<file path="src/rtl/boot_pkg.sv">
// Shared types and width constants for the power-on image loader.
package boot_pkg;

    localparam int BOOT_DATA_W = 16;
    localparam int BOOT_ADDR_W = 24;

    typedef enum logic [2:0] {
        IDLE,
        READ,
        WRITE,
        CSUM,
        DONE,
        FAIL
    } boot_state_t;

endpackage

</file>
<file path="src/rtl/boot_wait_counter.sv">
// EEPROM access timer: loads ROM_WAIT-1 and counts down; term marks the edge
// on which the EEPROM data is valid.
module boot_wait_counter #(
    parameter int ROM_WAIT = 2
) (
    input  logic clk,
    input  logic rst_n,
    input  logic load,
    input  logic en,
    output logic term
);

    localparam int CW = (ROM_WAIT > 1) ? $clog2(ROM_WAIT) : 1;

    logic [CW-1:0] cnt_q, cnt_d;

    always_comb begin
        // NOTE: default first so every path assigns cnt_d and no latch is inferred.
        cnt_d = cnt_q;
        if (load) begin
            cnt_d = CW'(ROM_WAIT - 1);
        end else if (en && (cnt_q != '0)) begin
            cnt_d = cnt_q - CW'(1);
        end
    end

    // NOTE: sequential state uses non-blocking assignments only.
    always_ff @(posedge clk or negedge rst_n) begin
        if (!rst_n) begin
            cnt_q <= '0;
        end else begin
            cnt_q <= cnt_d;
        end
    end

    assign term = en && (cnt_q == '0);

endmodule

</file>
<file path="src/rtl/boot_loader.sv">
// Copies the boot image from EEPROM into RAM, checks its additive checksum
// and keeps the CPU in reset until the image is verified.
module boot_loader
    import boot_pkg::*;
#(
    parameter int                ADDR_W     = BOOT_ADDR_W,
    parameter int                DATA_W     = BOOT_DATA_W,
    parameter int                BOOT_WORDS = 256,
    parameter int                ROM_WAIT   = 2,
    parameter logic [ADDR_W-1:0] RAM_BASE   = '0
) (
    input  logic              clk,
    input  logic              r,
    output logic [ADDR_W-1:0] rom_addr,
    output logic              rom_oe,
    input  logic [DATA_W-1:0] rom_data,
    output logic [ADDR_W-1:0] ram_addr,
    output logic [DATA_W-1:0] ram_wdata,
    output logic              ram_we,
    input  logic              ram_ready,
    output logic              cpu_hold,
    output logic              done,
    output logic              boot_err
);

    localparam logic [ADDR_W-1:0] LAST_IDX  = ADDR_W'(BOOT_WORDS - 1);
    localparam logic [ADDR_W-1:0] CSUM_ADDR = ADDR_W'(BOOT_WORDS);

    boot_state_t       state_q, state_d;
    logic [ADDR_W-1:0] idx_q, idx_d;
    logic [DATA_W-1:0] sum_q, sum_d;
    logic [DATA_W-1:0] buf_q, buf_d;
    logic              wc_load, wc_en, wc_term;

    assign wc_en = (state_q == READ) || (state_q == CSUM);

    boot_wait_counter #(
        .ROM_WAIT (ROM_WAIT)
    ) u_wait (
        .clk   (clk),
        .rst_n (r),
        .load  (wc_load),
        .en    (wc_en),
        .term  (wc_term)
    );

    always_ff @(posedge clk or negedge r) begin
        if (!r) begin
            state_q <= IDLE;
            idx_q   <= '0;
            sum_q   <= '0;
            buf_q   <= '0;
        end else begin
            state_q <= state_d;
            idx_q   <= idx_d;
            sum_q   <= sum_d;
            buf_q   <= buf_d;
        end
    end

    always_comb begin
        state_d = state_q;
        idx_d   = idx_q;
        sum_d   = sum_q;
        buf_d   = buf_q;
        wc_load = 1'b0;
        case (state_q)
            IDLE: begin
                state_d = READ;
                wc_load = 1'b1;
            end
            READ: begin
                if (wc_term) begin
                    buf_d   = rom_data;
                    state_d = WRITE;
                end
            end
            WRITE: begin
                // A stalled write leaves every register untouched, so the bus holds.
                if (ram_ready) begin
                    sum_d   = sum_q + buf_q;
                    wc_load = 1'b1;
                    if (idx_q == LAST_IDX) begin
                        state_d = CSUM;
                    end else begin
                        idx_d   = idx_q + ADDR_W'(1);
                        state_d = READ;
                    end
                end
            end
            CSUM: begin
                if (wc_term) begin
                    state_d = (rom_data == sum_q) ? DONE : FAIL;
                end
            end
            default: ;
        endcase
    end

    // Outputs depend only on registered state, never directly on an input.
    always_comb begin
        rom_addr  = '0;
        rom_oe    = 1'b0;
        ram_addr  = '0;
        ram_wdata = '0;
        ram_we    = 1'b0;
        cpu_hold  = 1'b1;
        done      = 1'b0;
        boot_err  = 1'b0;
        case (state_q)
            READ: begin
                rom_oe   = 1'b1;
                rom_addr = idx_q;
            end
            WRITE: begin
                ram_we    = 1'b1;
                ram_addr  = RAM_BASE + idx_q;
                ram_wdata = buf_q;
            end
            CSUM: begin
                rom_oe   = 1'b1;
                rom_addr = CSUM_ADDR;
            end
            DONE: begin
                cpu_hold = 1'b0;
                done     = 1'b1;
            end
            FAIL: begin
                boot_err = 1'b1;
            end
            default: ;
        endcase
    end

endmodule

</file>
<file path="config.mk">
export PLATFORM = sky130hd
export DESIGN_NAME = boot_loader
export DESIGN_NICKNAME = d
export VERILOG_FILES = /design/src/rtl/boot_pkg.sv /design/src/rtl/boot_wait_counter.sv /design/src/rtl/boot_loader.sv
export SDC_FILE = /design/constraint.sdc
export NUM_CORES = 1
export LEC_CHECK = 0
export BUFFER_PORTS_ARGS = -buffer_cell sky130_fd_sc_hd__buf_2
export CAP_MARGIN = 25
export CORE_ASPECT_RATIO = 1.25
export CORE_MARGIN = 2
export CORE_UTILIZATION = 30
export DETAILED_ROUTE_END_ITERATION = 7
export PLACE_DENSITY = 0.59
export SETUP_SLACK_MARGIN = 0.1
export SLEW_MARGIN = 10
export SYNTH_ARGS = -nofsm -noshare
export SYNTH_HDL_FRONTEND = slang
export SYNTH_SLANG_ARGS = --single-unit
</file>
<file path="constraint.sdc">
create_clock -name clk -period 7.29 [get_ports clk]
set_input_delay 1.0935 -clock clk [delete_from_list [all_inputs] [get_ports clk]]
set_output_delay 1.0935 -clock clk [all_outputs]
set_load 0.005 [all_outputs]
</file>
==> metrics.yaml <==
yosys:
  synth_top_area_cell: "dfrtp_1"
  syn_inst: 420
  yosysUniqueCellTypes: 58
  syn_nets: 456
  synthTopCellsByArea: "dfrtp_1, and2_1, xnor2_1"
  yosys_warnings: 0
  syn-cell-area_um2: 3990
  async_flop_share: 1.00
  yosysSeqAreaShare: 0.376
  synth_edf_count: 0
  ys_ff_latch: 60
  synth_flop_cell: "dfrtp_1"
  syn_avg_cell_area_um2: 9.50
  yosysTopAreaCellShare: 0.376
floorplanning:
  die_width_um: 107
  die-area_um2: 14200
  initial_core_util: 0.304
  ios: 88
  coreArea_um2: 13100
  die_h_um: 133
  rows: 47
finish:
  synthToLayoutAreaGrowth_pct: 22.9
  stdcell_count: 684
  drive_gt1_frac: 0.236
  nNetsFinal: 544
  antenna_cells: 0
clock_tree:
  post_cts_buffers: 0
  root_buffer: "clkbuf_16"
  cts_sinks: 60
  cts_tree: "built"
  cts_buffers: 9
  postCtsHoldBufs: 0
  path_clk_slew_ns: 0.05
  cts_buffer_depth: 2
  clk-insertion-delay-late_ns: 0.33
  post_cts_resize_count: 0
  htreeDepth: 3
sta:
  rsz0062_at_grt: "false"
  worstMarginPinSlew_ns: 0.933
  finalCritPeriodShare: 0.448
  setup_violations: 0
  fin_worst_skew_ns: 0.00595
  fmaxAchievable_mhz: 306
  report.final.slew_viol_count: 0
  finalHoldViolations: 0
  layout_setup_ws_ns: 4.03
  finalCriticalPeriod_ns: 3.26
  tns_ns: 0
  relSlewSlack: 0.373
route:
  wl_per_cell_um: 15.1
  viasPerCell: 4.96
  drc: 0
  routed-via-count: 3391
  ant_nets: 0
  drt-initial-drc-count: 127
  wl_um: 10300
  dr.pass1.iters: 4
critical_path:
  arrival_ns: 2.17
  path_class: "flop to output port"
  required_ns: 6.20
  cp-end-kind: "output port"
  worst_setup_path_start_kind: "flop"
  path_max_fanout: 25
placement:
  port_buffers: 87
  place_ws_ns: 4.06
  hpwlAfterDp_um: 7780
  place_congestion: 0.877
  dp.cells: 667
global_route:
  overflow: 0
  grt_first_pass_wirelength_um: 17100
  antenna_found_initial: 0
  grt_max_degree: 61
  grt_pass1_vias: 3395
  groute.usage.overall: 0.152
power_and_ir_drop:
  vdd_drop_max_mv: 0.0926
  p_leak_nw: 2.52
  power.density_nw_per_um2: 153
job:
  drv_cap: 0
min_path:
  hold_path.class: "flop to flop"
run_status:
  outcome: "completed"
[state kept, by name, indices dropped and copies added (netlist names)]
signal / cells
state_q: 3
sum_q: 16
buf_q: 16
idx_q: 24
u_wait.cnt_q: 1
[per-layer routing]
| layer | global-route usage | vias to the layer above | part of all wire |
|---|---|---|---|
| li1 | - | 1679 | - |
| met1 | 0.180 | 1608 | 0.41 |
| met2 | 0.267 | 92 | 0.53 |
| met3 | 0.0365 | 12 | 0.049 |
| met4 | 0.0469 | 0 | 0.014 |
| met5 | 0 | - | 0 |
[layout make-up]
class	count	area, um^2
clock inverters	1	5.00
flip-flops and latches	60	1500
multi-input cells	334	2390
repair buffers	93	480
fillers	1325	8210
well taps	171	214
clock buffers	15	278
inverters	10	37.5
[path summary, 6_finish.rpt]
path,endpoint,slack (ns),from,cells past startpoint
setup / recovery,ram_addr[11],4.03,state_q[1],6
hold / removal,buf_q[4],0.51,buf_q[4],1
setup reg to reg,sum_q[10],4.69,sum_q[0],7
hold reg to reg,buf_q[4],0.51,buf_q[4],1
max in group asynchronous,buf_q[1],5.84,r,2
min in group asynchronous,idx_q[21],0.92,r,2
[Yosys cell counts, drive strengths merged (9+ instances only)]
cell type,n
nand2,31
a21oi,12
xnor2,35
and3,9
nor2,13
ha,16
mux2,19
nor3,9
nand4,11
a211oi,9
xor2,11
and2,65
clkbuf,9
dfrtp,60
o21ai,18
nand3,16
inv,10
[stage by stage]
stage	total power, mW	cell area [um^2]	utilization	hold slack (ns)
CTS	0.765	4900	0.373	0.519
global placement	0.361	4610	0.351	0.498
floorplan	0.344	3990	-	0.469
detailed placement	0.361	4610	0.352	0.508
global route	0.781	4900	0.374	0.539
finish	0.751	4900	0.374	0.511
[cell usage in the layout, fill, tap and decap left out, types with 6 or more instances in the layout]
cell / n
nand2_1: 31
nand3_1: 16
nor2_1: 13
ha_1: 16
xnor2_1: 35
o21ai_0: 7
nor4_1: 6
mux2_1: 17
a211oi_1: 8
and3_1: 9
nor3_1: 6
o21ai_1: 11
nand4_1: 11
dfrtp_1: 60
buf_2: 87
a21oi_1: 11
buf_4: 6
inv_1: 8
and2_1: 65
xor2_1: 11
clkbuf_16: 9
[report_power, final]
group | internal (mW) | switching, mW
Clock | 0.257 | 0.139
Combinational | 0.00707 | 0.0138
Sequential | 0.334 | 0.000000281
Total | 0.598 | 0.153
[kinds of logic (layout without fill, tap and decap cells)]
kind of cell	Yosys count	count (layout)	synth area share
buf+inv	26	119	0.0263
fa+ha+maj	17	17	0.0552
xor+xnor	46	46	0.101
flops	60	60	0.376
mux	19	19	0.0536
simple gates	183	183	0.268
compound gates	69	69	0.119
[worst max-delay path: stages (launching register included)]
cell and delay (ns):
dfrtp_1 0.53, inv_2 0.12, nor3_2 0.43, buf_4 0.25, buf_4 0.24, and2_1 0.16, buf_2 0.11
No activity file was read; power rests on OpenSTA's default activity.
